**src/rtl/mole_pkg.sv**
```systemverilog
// Shared definitions for the mole spawner and the whack scorer:
// hole codes, index-to-code mapping, LFSR geometry and position pick.
package mole_pkg;

  localparam logic [2:0] POS_NONE = 3'b000;
  localparam logic [2:0] POS_W    = 3'b001;
  localparam logic [2:0] POS_A    = 3'b010;
  localparam logic [2:0] POS_S    = 3'b011;
  localparam logic [2:0] POS_D    = 3'b100;
  localparam logic [2:0] POS_X    = 3'b101;

  localparam logic [2:0] HOLE_COUNT = 3'd5;

  localparam int               LFSR_W            = 16;
  // Fibonacci taps 16,14,13,11 expressed as bit positions 15,13,12,10
  localparam logic [LFSR_W-1:0] LFSR_TAPS         = 16'hB400;
  localparam logic [LFSR_W-1:0] LFSR_SEED_DEFAULT = 16'hACE1;

  typedef enum logic {
    ST_GAP = 1'b0,
    ST_UP  = 1'b1
  } mole_state_t;

  // Hole index (0=A,1=W,2=S,3=D,4=X) to the code seen by the scorer
  function automatic logic [2:0] idx_to_code(input logic [2:0] idx);
    case (idx)
      3'd0:    return POS_A;
      3'd1:    return POS_W;
      3'd2:    return POS_S;
      3'd3:    return POS_D;
      3'd4:    return POS_X;
      default: return POS_NONE;
    endcase
  endfunction

  // Fold a 3-bit random value onto 5 holes and never repeat the last hole
  function automatic logic [2:0] pick_idx(input logic [2:0] v, input logic [2:0] prev_idx);
    logic [2:0] idx;
    idx = (v < HOLE_COUNT) ? v : (v - HOLE_COUNT);
    if (idx == prev_idx) begin
      idx = (idx == (HOLE_COUNT - 3'd1)) ? 3'd0 : (idx + 3'd1);
    end else begin
      idx = idx;
    end
    return idx;
  endfunction

  function automatic logic lfsr_feedback(input logic [LFSR_W-1:0] q);
    return ^(q & LFSR_TAPS);
  endfunction

endpackage

```
**src/rtl/mole_lfsr.sv**
```systemverilog
// 16-bit Fibonacci LFSR with enable, synchronous seed load and a
// parallel output of configurable width (low bits of the state).
module mole_lfsr
  import mole_pkg::*;
#(
  parameter logic [LFSR_W-1:0] SEED  = LFSR_SEED_DEFAULT,
  parameter int                OUT_W = LFSR_W
) (
  input  logic             clk,
  input  logic             load,
  input  logic             en,
  output logic [OUT_W-1:0] q
);

  logic [LFSR_W-1:0] state_r;

  // Load has priority; otherwise shift left with XOR feedback when enabled
  always_ff @(posedge clk) begin
    if (load) begin
      state_r <= SEED;
    end else if (en) begin
      state_r <= {state_r[LFSR_W-2:0], lfsr_feedback(state_r)};
    end else begin
      state_r <= state_r;
    end
  end

  assign q = state_r[OUT_W-1:0];

endmodule

```
**src/rtl/mole_spawner.sv**
```systemverilog
// Mole spawner: alternates a fixed gap with a score-dependent visible
// window, picks non-repeating holes from an LFSR, withdraws the mole on a
// matching whack and counts escapes. Pause freezes everything and blanks
// the output while keeping the hidden mole and its remaining window.
module mole_spawner
  import mole_pkg::*;
#(
  parameter int unsigned       UP_CYCLES  = 32'd100_000_000,
  parameter int unsigned       UP_STEP    = 32'd5_000_000,
  parameter int unsigned       MIN_UP     = 32'd20_000_000,
  parameter int unsigned       GAP_CYCLES = 32'd25_000_000,
  parameter logic [LFSR_W-1:0] LFSR_SEED  = LFSR_SEED_DEFAULT
) (
  input  logic       clk,
  input  logic       key_esc,
  input  logic       key_space,
  input  logic       A,
  input  logic       W,
  input  logic       X,
  input  logic       D,
  input  logic       S,
  input  logic [3:0] score,
  output logic [2:0] mole_pos,
  output logic       mole_hit,
  output logic       mole_miss,
  output logic [3:0] miss_cnt
);

  mole_state_t state_r, state_s;
  logic [31:0] gap_cnt_r, gap_cnt_s;
  logic [31:0] up_cnt_r, up_cnt_s;
  logic [2:0]  code_r, code_s;
  logic [2:0]  prev_idx_r, prev_idx_s;
  logic [2:0]  pos_r, pos_s;
  logic        hit_r, hit_s;
  logic        miss_r, miss_s;
  logic [3:0]  miss_cnt_r, miss_cnt_s;

  logic [2:0]  lfsr_low_s;
  logic [2:0]  pick_s;
  logic [31:0] step_total_s;
  logic [31:0] window_s;
  logic        button_s;

  mole_lfsr #(
    .SEED  (LFSR_SEED),
    .OUT_W (3)
  ) u_lfsr (
    .clk  (clk),
    .load (key_esc),
    .en   (!key_space),
    .q    (lfsr_low_s)
  );

  assign pick_s = pick_idx(lfsr_low_s, prev_idx_r);

  // Window length for a mole entering now, floored at MIN_UP
  always_comb begin
    step_total_s = 32'(score) * UP_STEP;
    if (step_total_s >= (UP_CYCLES - MIN_UP)) begin
      window_s = MIN_UP;
    end else begin
      window_s = UP_CYCLES - step_total_s;
    end
  end

  // Level of the button that matches the hidden mole's hole
  always_comb begin
    case (code_r)
      POS_A:   button_s = A;
      POS_W:   button_s = W;
      POS_S:   button_s = S;
      POS_D:   button_s = D;
      POS_X:   button_s = X;
      default: button_s = 1'b0;
    endcase
  end

  // Next-state and next-output logic; pause holds all state and blanks mole_pos
  always_comb begin
    state_s    = state_r;
    gap_cnt_s  = gap_cnt_r;
    up_cnt_s   = up_cnt_r;
    code_s     = code_r;
    prev_idx_s = prev_idx_r;
    pos_s      = POS_NONE;
    hit_s      = 1'b0;
    miss_s     = 1'b0;
    miss_cnt_s = miss_cnt_r;
    if (key_space) begin
      pos_s = POS_NONE;
    end else begin
      case (state_r)
        ST_GAP: begin
          if (gap_cnt_r <= 32'd1) begin
            state_s    = ST_UP;
            up_cnt_s   = window_s;
            code_s     = idx_to_code(pick_s);
            prev_idx_s = pick_s;
            pos_s      = idx_to_code(pick_s);
          end else begin
            gap_cnt_s = gap_cnt_r - 32'd1;
          end
        end
        ST_UP: begin
          if (button_s) begin
            // A hit beats an expiring window
            hit_s     = 1'b1;
            state_s   = ST_GAP;
            gap_cnt_s = GAP_CYCLES;
          end else if (up_cnt_r <= 32'd1) begin
            miss_s     = 1'b1;
            miss_cnt_s = (miss_cnt_r == 4'd15) ? 4'd15 : (miss_cnt_r + 4'd1);
            state_s    = ST_GAP;
            gap_cnt_s  = GAP_CYCLES;
          end else begin
            up_cnt_s = up_cnt_r - 32'd1;
            pos_s    = code_r;
          end
        end
        default: begin
          state_s   = ST_GAP;
          gap_cnt_s = GAP_CYCLES;
        end
      endcase
    end
  end

  // State and registered outputs; key_esc overrides everything
  always_ff @(posedge clk) begin
    if (key_esc) begin
      state_r    <= ST_GAP;
      gap_cnt_r  <= GAP_CYCLES;
      up_cnt_r   <= 32'd0;
      code_r     <= POS_NONE;
      prev_idx_r <= 3'd0;
      pos_r      <= POS_NONE;
      hit_r      <= 1'b0;
      miss_r     <= 1'b0;
      miss_cnt_r <= 4'd0;
    end else begin
      state_r    <= state_s;
      gap_cnt_r  <= gap_cnt_s;
      up_cnt_r   <= up_cnt_s;
      code_r     <= code_s;
      prev_idx_r <= prev_idx_s;
      pos_r      <= pos_s;
      hit_r      <= hit_s;
      miss_r     <= miss_s;
      miss_cnt_r <= miss_cnt_s;
    end
  end

  assign mole_pos  = pos_r;
  assign mole_hit  = hit_r;
  assign mole_miss = miss_r;
  assign miss_cnt  = miss_cnt_r;

endmodule

```
**config.mk**
```make
export PLATFORM = sky130hd
export DESIGN_NAME = mole_spawner
export DESIGN_NICKNAME = d
export VERILOG_FILES = /design/src/rtl/mole_pkg.sv /design/src/rtl/mole_lfsr.sv /design/src/rtl/mole_spawner.sv
export SDC_FILE = /design/constraint.sdc
export NUM_CORES = 1
export LEC_CHECK = 0
export ABC_AREA = 1
export BUFFER_PORTS_ARGS = -buffer_cell sky130_fd_sc_hd__buf_2
export CAP_MARGIN = 20
export CORE_MARGIN = 4
export CORE_UTILIZATION = 40
export DETAILED_ROUTE_END_ITERATION = 16
export PLACE_DENSITY = 0.6
export SETUP_SLACK_MARGIN = 0.02
export SYNTH_ARGS = -nofsm -noshare
export SYNTH_HDL_FRONTEND = slang
export SYNTH_SLANG_ARGS = --single-unit
```
**constraint.sdc**
```tcl
create_clock -name clk -period 4.2 [get_ports clk]
set_input_delay 0.84 -clock clk [delete_from_list [all_inputs] [get_ports clk]]
set_output_delay 0.84 -clock clk [all_outputs]
set_load 0.02 [all_outputs]
```
==> Yosys cells after proc, flatten, opt, wreduce, memory -nomap -nowiden <==
Cells that the tools add are included.
Widths: inputs -> output; s select.
{ "classes": {"n_addsub": 6, "n_mul": 1, "div_mod_pow": 0, "magnitude_cmp": 4, "eq_ne": 17, "n_shift": 0, "mux": 25, "bitwise_logic": 3, "n_reduce_logical": 9} }
{ "op_table": {"columns": ["operator", "count"], "rows": [
  ["$mux 32", 7],
  ["$pmux 32 s2", 2],
  ["$le 32x1->1 const B", 2],
  ["$sub 32x1->32 const B", 2],
  ["$sub 27x27->28 const A", 1],
  ["$ge 27x27->1 const B", 1],
  ["$mul 4x17->21 const B", 1],
  ["$mux 3", 6],
  ["$reduce_xor 16->1", 1],
  ["$pmux 3 s5", 1],
  ["$eq 3x2->1 const B", 4],
  ["$eq 3x3->1 const B", 4],
  ["$ne 2x2->1 const B", 4],
  ["$reduce_and 4->1", 2],
  ["$eq 3x1->1 const B", 2],
  ["$pmux 3 s2", 1],
  ["$reduce_and 3->1", 2],
  ["$mux 1", 5],
  ["$pmux 1 s5", 1],
  ["$add 4x1->4 const B", 1],
  ["$eq 4x4->1 const B", 1],
  ["$mux 4", 1],
  ["$reduce_or 4->1", 1],
  ["$add 3x1->3 const B", 1],
  ["other kinds (9)", 11]
]} }
{ "word_totals": {"ff_bits": 96, "latchBits": 0, "ram_bits": 0, "rom_bits": 0, "in_bits": 12, "out_inout_bits": 9, "mem_count": 0} }

==> Longest topological paths before layout <==
Gate-level depths: netlist of the first run.
{ "depth": {"ltp_word": 9, "mapped_depth": 23, "depth_no_buf": 23} }

==> Cells and area by module <==
From an unflattened synthesis of the first run, not the netlist that was laid out.
{ "unflattened": {"cells_unflattened": 1188, "hier_area_um2": 7333.3} }
{ "by_module_without_submodules": {"columns": ["module", "instances", "cells_each", "area_each_um2"], "rows": [
  ["mole_spawner", 1, 1103, 6677.7],
  ["mole_lfsr", 1, 85, 655.6]
]} }

==> Worst setup path after synthesis of the first run <==
Ideal clock, no wire load.
{ "synth_path": {"path_kind": "input to register", "startpoint": "input port score[2]", "endpoint": "register up_cnt_r[10]", "setup_time_ps": 119, "arrival_time_ps": 3403, "required_ps": 4081, "setup_slack_ps": 678, "stages": 20, "cell_sequence": "inv_1 > ha_1 > fa_1 > inv_1 > ha_1 > buf_4 > nand2_1 > nand3_1 > nand2_1 > nand2_2 > nand2_1 > nand2_1 > nor2_1 > nand3_1 > nand3_1 > inv_1 > nand2_1 > nand3_1 > o21ai_0 > nand2_1"} }
{ "synth_via": {"elab_chain_len": 5} }
{ "synth_lines": {"columns": ["item", "line", "rtl"], "rows": [
  ["start: declaration", "mole_spawner.sv:22", "input logic [3:0] score,"],
  ["$mul 4x17->21 (*)", "mole_spawner.sv:59", "step_total_s = 32'(score) * UP_STEP;"],
  ["$sub 27x27->28 or $ge 27x27->1 (tied branches)", "mole_spawner.sv:63, mole_spawner.sv:60", null],
  ["$mux 32 (*)", "mole_spawner.sv:60", "if (step_total_s >= (UP_CYCLES - MIN_UP)) begin"],
  ["$mux 32 (*)", "mole_spawner.sv:95", "if (gap_cnt_r <= 32'd1) begin"],
  ["$pmux 32 s2 (*)", "mole_spawner.sv:93", "case (state_r)"],
  ["end signal: assignment", "mole_spawner.sv:144", "up_cnt_r <= up_cnt_s;"],
  ["end: declaration", "mole_spawner.sv:31", "logic [31:0] up_cnt_r, up_cnt_s;"]
]} }
Mark *: on every way between the ends. The rest lies on a longest branch, timed or not. The select of a mux whose other input is x is not followed.
A chain may end at the register's enable or synchronous reset.

==> Worst setup path after layout of the first run <==
{ "layout_path": {"startpoint": "input port score[1]", "endpoint": "register up_cnt_r[6]"} }
{ "layout_via": {"elab_chain_len": 5} }
{ "layout_lines": {"columns": ["item", "line"], "rows": [
  ["$mul 4x17->21", "mole_spawner.sv:59"],
  ["$ge 27x27->1", "mole_spawner.sv:60"],
  ["$mux 32", "mole_spawner.sv:60"],
  ["$mux 32", "mole_spawner.sv:95"],
  ["$pmux 32 s2", "mole_spawner.sv:93"]
]} }
Every way passes these cells. The select of a mux whose other input is x is not followed.

==> results of run 1 <==
[worst max-delay path, delay by kind of cell]
family                     cells  cell delay (ns)
AOI/OAI and AO/OA              1             0.11
adders and majority gates      4             1.29
buffers and inverters          4             0.57
and+or+nand+nor               11             1.19
[final cells by class]
cell class / instances / area (um2)
timing repair buffer: 31 / 183
clock buffer: 9 / 225
sequential: 96 / 1920
fill: 1874 / 9650
multi-input combinational: 882 / 4630
clock inverter: 7 / 86.3
inverter: 133 / 499
tap: 225 / 282
[logic make-up after synthesis]
family / after synthesis / share of synthesized area
AND/OR/NAND/NOR: 618 / 0.385
AO/OA/AOI/OAI: 187 / 0.144
buffers and inverters: 160 / 0.0906
flip-flops: 96 / 0.267
XOR/XNOR: 42 / 0.0510
adder cells (fa/ha/maj): 35 / 0.0628
[registers in the layout, summed over array words and instances, names as in the netlist, 3 cells and up]
name / flops
code_r: 3
gap_cnt_r: 32
miss_cnt: 4
mole_pos: 3
prev_idx_r: 3
u_lfsr.state_r: 16
up_cnt_r: 32
[worst paths after layout]
check | end | cells past startpoint
min reg2reg | u_lfsr.state_r[10] | 2
max | up_cnt_r[6] | 20
max reg2reg | up_cnt_r[8] | 14
min | u_lfsr.state_r[10] | 2
[through the flow]
| step | setup slack, ns | total power [uW] | instance area [um2] | cells | utilization |
|---|---|---|---|---|---|
| floorplan | 0.678 | 1840 | 7210 | 1138 | - |
| global placement | 0.113 | 2050 | 7520 | 1367 | 0.430 |
| detailed placement | 0.0867 | 2060 | 7520 | 1367 | 0.430 |
| CTS | 0.451 | 2930 | 7830 | 1383 | 0.448 |
| global route | 0.0648 | 3120 | 7830 | 1383 | 0.448 |
| finish | 0.471 | 2900 | 7830 | 1383 | 0.448 |
[layer usage]
| layer | vias up | track usage | wire [um] |
|---|---|---|---|
| li1 | 3749 | - | - |
| met1 | 3065 | 0.252 | 9120 |
| met2 | 102 | 0.289 | 7820 |
| met3 | 24 | 0.0252 | 583 |
| met4 | 0 | 0.0566 | 339 |
| met5 | - | 0 | 0 |
[layout by cell type, fill, tap and decap left out, drive strengths merged]
| master | instances |
|---|---|
| a211oi | 4 |
| a21boi | 1 |
| a21oi | 79 |
| and2 | 2 |
| and3 | 1 |
| buf | 31 |
| bufinv | 1 |
| clkbuf | 9 |
| clkinv | 1 |
| clkinvlp | 1 |
| dfxtp | 96 |
| fa | 2 |
| ha | 33 |
| inv | 137 |
| nand2 | 280 |
| nand3 | 101 |
| nand3b | 5 |
| nand4 | 23 |
| nor2 | 177 |
| nor3 | 17 |
| nor3b | 1 |
| nor4 | 7 |
| nor4b | 1 |
| o2111ai | 1 |
| o211a | 1 |
| o211ai | 7 |
| o21ai | 90 |
| o21bai | 1 |
| o22ai | 2 |
| o31ai | 1 |
| or2 | 3 |
| xnor2 | 9 |
| xor2 | 33 |
[power by group]
part	switching [uW]	internal, uW
combinational	685	334
clock	387	476
sequential	51.6	969
total	1120	1780
==> run summary, run 1 <==
Outcome: finished, final reports clean
Area growth, synth to finish: 8.63%
Final setup TNS: 0 ns
CTS tree: built
Clk_lat worst skew: 0.35 ns
Drt first pass iters: 5
Setup bufs post-CTS: 0
Hold buffers post-CTS: 0
TritonCTS Buffers: 9
Peak Freq: 0.268 GHz
GRT Total Usage: 0.181
LEAKAGE: 0.00368 uW
Synth cell count leaders: nand2_1 (259), nor2_1 (156), inv_1 (127), nand3_1 (97), dfxtp_1 (96)
Crit. Startpoint: score[1]
Syn Area/Cell: 6.34 um2
Sink Count: 96
Hold Crit Class: reg2reg
FF-to-FF setup slack: 1.31 ns
Die X: 142 um
Post-Route WL: 17900 um
Synth unique cells: 47
Top-count cell post-synth: nand2_1
Via density: 5.02
Fin crit period: 3.73 ns
Drt first-iter violations: 402
Area leader, netlist: dfxtp_1
WL/cell: 12.9 um
Cts repair resizes: 0
PD cells: 371 nW/um2
Hold path startpoint: u_lfsr.state_r[9]
CP most frequent cell: nand2_1
Root buffer cell: clkbuf_16
Asr flop ratio synth: 0
Synth area leaders: dfxtp_1 (27%), nand2_1 (13%), nor2_1 (8.1%)
MaxCap Viol Count: 0
Seq/Total Area, Yosys: 0.267
WP data required: 4.49 ns
Number of synthesized register bits: 96
H-tree depth: 3
First-pass GRT wire length: 30500 um
Ys flop type: dfxtp_1
CP cell instances: buf_2, ha_1, ha_1, ha_1, inv_1, fa_1, inv_1, nand2_1, nand2_1, nand4_1, nand3_1, nand2_1, nand2_2, nand3_1, nand3_2, nand2_2, nor3_4, buf_4, nand2_1, a21oi_2
Share of layout cells above drive strength 1: 0.102
Max clock buf depth: 2
RSZ-0062 raised after global routing: false
Slowest-stage cell, CP: fa_1
Largest net degree at the start of global routing: 38
Final worst-path cycle share: 0.888
CORE AREA: 17500 um2
IO buf count: 20
Syn Inst Count: 1138
Vias in the first global route: 6458
Max Slew Vio Count: 0
DR vias: 6940
Peak VDD IR: 0.206 mV
Total Nets Final: 1200
Critical path launch point type: input port
DIE AREA: 20200 um2
Initial Util: 0.413
Initial antenna violation count: 0
Netlist Area Pre-Place: 7210 um2
Top-Level Pins: 21
Ant diodes: 0
Max FO, Critical Path: 12
Least-Margin Pin Slew: 0.700 ns
Clock slew at reported path FFs: 0.07 ns
ANT nets after route: 0
Critical path's largest stage delay: 0.40 ns
Worst Skew: 0.00845 ns
Worst r2r src: gap_cnt_r[0]
Synthesized netlist net count: 1185
Ys Warns: 0
HPWL Detailed: 13700 um
Min Hold Slack: 0.455 ns
EDFF count, synth: 0
Placement row count: 48
Crit end category: flip-flop
GP Congestion: 0.894
Synth top area share: 0.267
Slew headroom: 0.533
DR DRC count: 0
Arr. time, crit path: 4.02 ns
GR Overflow Total: 0
Die Y: 142 um
Crit Path Class: in2reg
Final setup vio count: 0
Final Hold Fails: 0
No activity file was read; power rests on OpenSTA's default activity.
==> run 2, diff against run 1 <==
--- a/config.mk
+++ b/config.mk
@@ -6,12 +6,12 @@
 export NUM_CORES = 1
 export LEC_CHECK = 0
 export ABC_AREA = 1
-export BUFFER_PORTS_ARGS = -buffer_cell sky130_fd_sc_hd__buf_2
 export CAP_MARGIN = 20
 export CORE_MARGIN = 4
 export CORE_UTILIZATION = 40
 export DETAILED_ROUTE_END_ITERATION = 16
-export PLACE_DENSITY = 0.6
+export DONT_BUFFER_PORTS = 1
+export PLACE_DENSITY = 0.59
 export SETUP_SLACK_MARGIN = 0.02
 export SYNTH_ARGS = -nofsm -noshare
 export SYNTH_HDL_FRONTEND = slang
==> run 2 against run 1 <==
Critical path depth shrank 1. Combinational power hardly changed. Sequential power hardly changed. Highest routed layer unchanged. Cell count fell by 1.8%. Utilization fell by 0.81 points.
==> run summary, run 2 (synthesized netlist as in run 1, its figures left out) <==
LEAKAGE: 0.00356 uW (-3.2%)
Fin crit period: 3.56 ns (-0.171 ns)
Reg power frac: 0.355 (+0.003)
Top flop regs: gap_cnt_r x32, up_cnt_r x32, u_lfsr.state_r x16
Via density: 5.05 (+0.59%)
Clk_lat worst skew: 0.35 ns (about the same)
CTS tree: built
Post-Route WL: 17600 um (-1.7%)
CP cell instances: inv_1, ha_1, fa_1, inv_1, ha_1, nand2_1, nand3_1, nand2_1, nand2_2, nand2_1, nand2_1, nor2_1, nand3_1, nand3_1, inv_1, nand2_1, nand3_1, o21ai_0, nand2_1
TritonCTS Buffers: 9 (unchanged)
Critical path launch point type: input port
Total placed instance area: 7380 um2 (-1.8%)
GRT Total Usage: 0.178 (-0.00290)
Final Hold Fails: 0 (unchanged)
Worst reg-to-reg path cell count: 13 (-1)
Buf+Inv Stages, Crit Path: 3 (-1)
M2 GR Usage: 0.284 (-0.00447)
CP most frequent cell: nand2_1
Final worst-path cycle share: 0.847 (-0.0408)
P_sw: 1090 uW (-2.7%)
Placement row count: 48 (unchanged)
Most common cell after layout, fill and taps aside: nand2_1
Max Slew Vio Count: 0 (unchanged)
Commonest cells after routing, fill and taps aside: nand2_1 (259), nor2_1 (156), inv_1 (127), nand3_1 (97), dfxtp_1 (96)
# fillers: 1846 (-1.5%)
Max FO, Critical Path: 10 (-2)
IO buf count: 0 (-100%)
Worst Skew: 0.0116 ns (+0.00314 ns)
Largest net degree at the start of global routing: 38 (unchanged)
Die Y: 142 um (unchanged)
M1 GR Usage: 0.250 (-0.00278)
DR vias: 6855 (-1.2%)
PD cells: 374 nW/um2 (+0.81%)
Peak Freq: 0.281 GHz (+4.8%)
Least-Margin Pin Slew: 0.805 ns (+0.105 ns)
Final setup vio count: 0 (unchanged)
Root buffer cell: clkbuf_16
DIE AREA: 20200 um2 (unchanged)
HPWL Detailed: 13400 um (-2.0%)
Power share of the clock group: 0.300 (+0.003)
Internal power: 1780 uW (about the same)
Sink Count: 96 (unchanged)
Slowest-stage cell, CP: fa_1
CP top delay family: simple AND/OR/NAND/NOR gates
Peak VDD IR: 0.246 mV (+19%)
GR Overflow Total: 0 (unchanged)
GR Util met3: 0.0279 (+0.00269)
Vias in the first global route: 6379 (-1.2%)
H-tree depth: 3 (unchanged)
Share of layout cells above drive strength 1: 0.0812 (-0.0207)
Arr. time, crit path: 3.80 ns (-0.22 ns)
Die X: 142 um (unchanged)
Area growth, synth to finish: 6.66%
Top-Level Pins: 21 (unchanged)
DR DRC count: 0 (unchanged)
Total Nets Final: 1175 (-2.1%)
Crit end category: flip-flop
First-pass GRT wire length: 30200 um (-1.0%)
Initial Util: 0.413 (unchanged)
Ant diodes: 0 (unchanged)
WP depth: 19 (-5.0%)
MaxCap Viol Count: 0 (unchanged)
Final setup TNS: 0 ns (unchanged)
RSZ-0062 raised after global routing: false
ANT nets after route: 0 (unchanged)
Hold Crit Class: reg2reg
Crit Path Class: in2reg
Max clock buf depth: 2 (unchanged)
Combinational share of power: 0.345 (-0.006)
WL/cell: 12.9 um (+0.15%)
Outcome: finished, final reports clean
GP Congestion: 0.871 (-2.6%)
Post-Layout Inst Area: 7690 um2 (-1.8%)
Critical path's largest stage delay: 0.51 ns (+0.11 ns)
Switching Fraction: 0.380 (-0.00677)
Worst Hold Depth: 2 (unchanged)
Hold buffers post-CTS: 0 (unchanged)
Setup bufs post-CTS: 0 (unchanged)
Cts repair resizes: 0 (unchanged)
Initial antenna violation count: 0 (unchanged)
Drt first pass iters: 6 (+1)
CORE AREA: 17500 um2 (unchanged)
Clock slew at reported path FFs: 0.07 ns (about the same)
Gr busiest metal: met2
Slew headroom: 0.463 (-0.0697)
Drt first-iter violations: 340 (-15%)
WP data required: 4.44 ns (-0.05 ns)
run 2: changes by cell type in the layout (fill, tap and decap cells not counted):
cell	change
buf_2	-20
clkinv_4	+2
inv_6	-1
inv_8	-2
clkbuf_1	+1
clkinvlp_4	-1
buf_4	-5
clkbuf_8	+1
run 2: worst min-delay path: cells and delay by family, from the launching register on:
| family | cells | cell delay [ns] |
|---|---|---|
| and+or+nand+nor | 2 | 0.10 |
| DFF | 1 | 0.32 |
run 2: final timing paths:
kind / from / to / slack [ns]
max: score[2] / up_cnt_r[8] / 0.64
min: u_lfsr.state_r[6] / u_lfsr.state_r[7] / 0.45
max reg2reg: gap_cnt_r[0] / up_cnt_r[6] / 1.36
min reg2reg: u_lfsr.state_r[6] / u_lfsr.state_r[7] / 0.45
run 2: through the flow:
step	hold WS, ns	instances	total power, uW	util	worst slack (ns)
after floorplan	0.429	1138	1840	-	0.678
after global placement	0.436	1342	2030	0.422	0.303
after detailed placement	0.443	1342	2030	0.422	0.272
after CTS	0.460	1358	2910	0.440	0.660
after global routing	0.474	1358	3090	0.440	0.320
final	0.454	1358	2870	0.440	0.642
run 2: area by class of cell:
cell class	count	area (um2)	share of cell area
multi-input combinational	882	4630	0.603
sequential	96	1920	0.250
inverter	133	499	0.0649
tap	225	282	0.0366
clock buffer	11	243	0.0316
clock inverter	5	65.1	0.00846
timing repair buffer	6	45.0	0.00586
run 2: per-layer routing:
metal	part of all wire	wire, um
met5	0	0
met4	0.011	198
met3	0.039	684
met2	0.44	7670
met1	0.51	9000
run 2: power groups by stage:
stage                     logic, uW  registers, uW  clock network, uW
after floorplan                 813           1030                  0
after global placement          987           1040                  0
after detailed placement        990           1040                  0
after CTS                       994           1020                891
after global routing           1140           1030                920
final                           992           1020                861
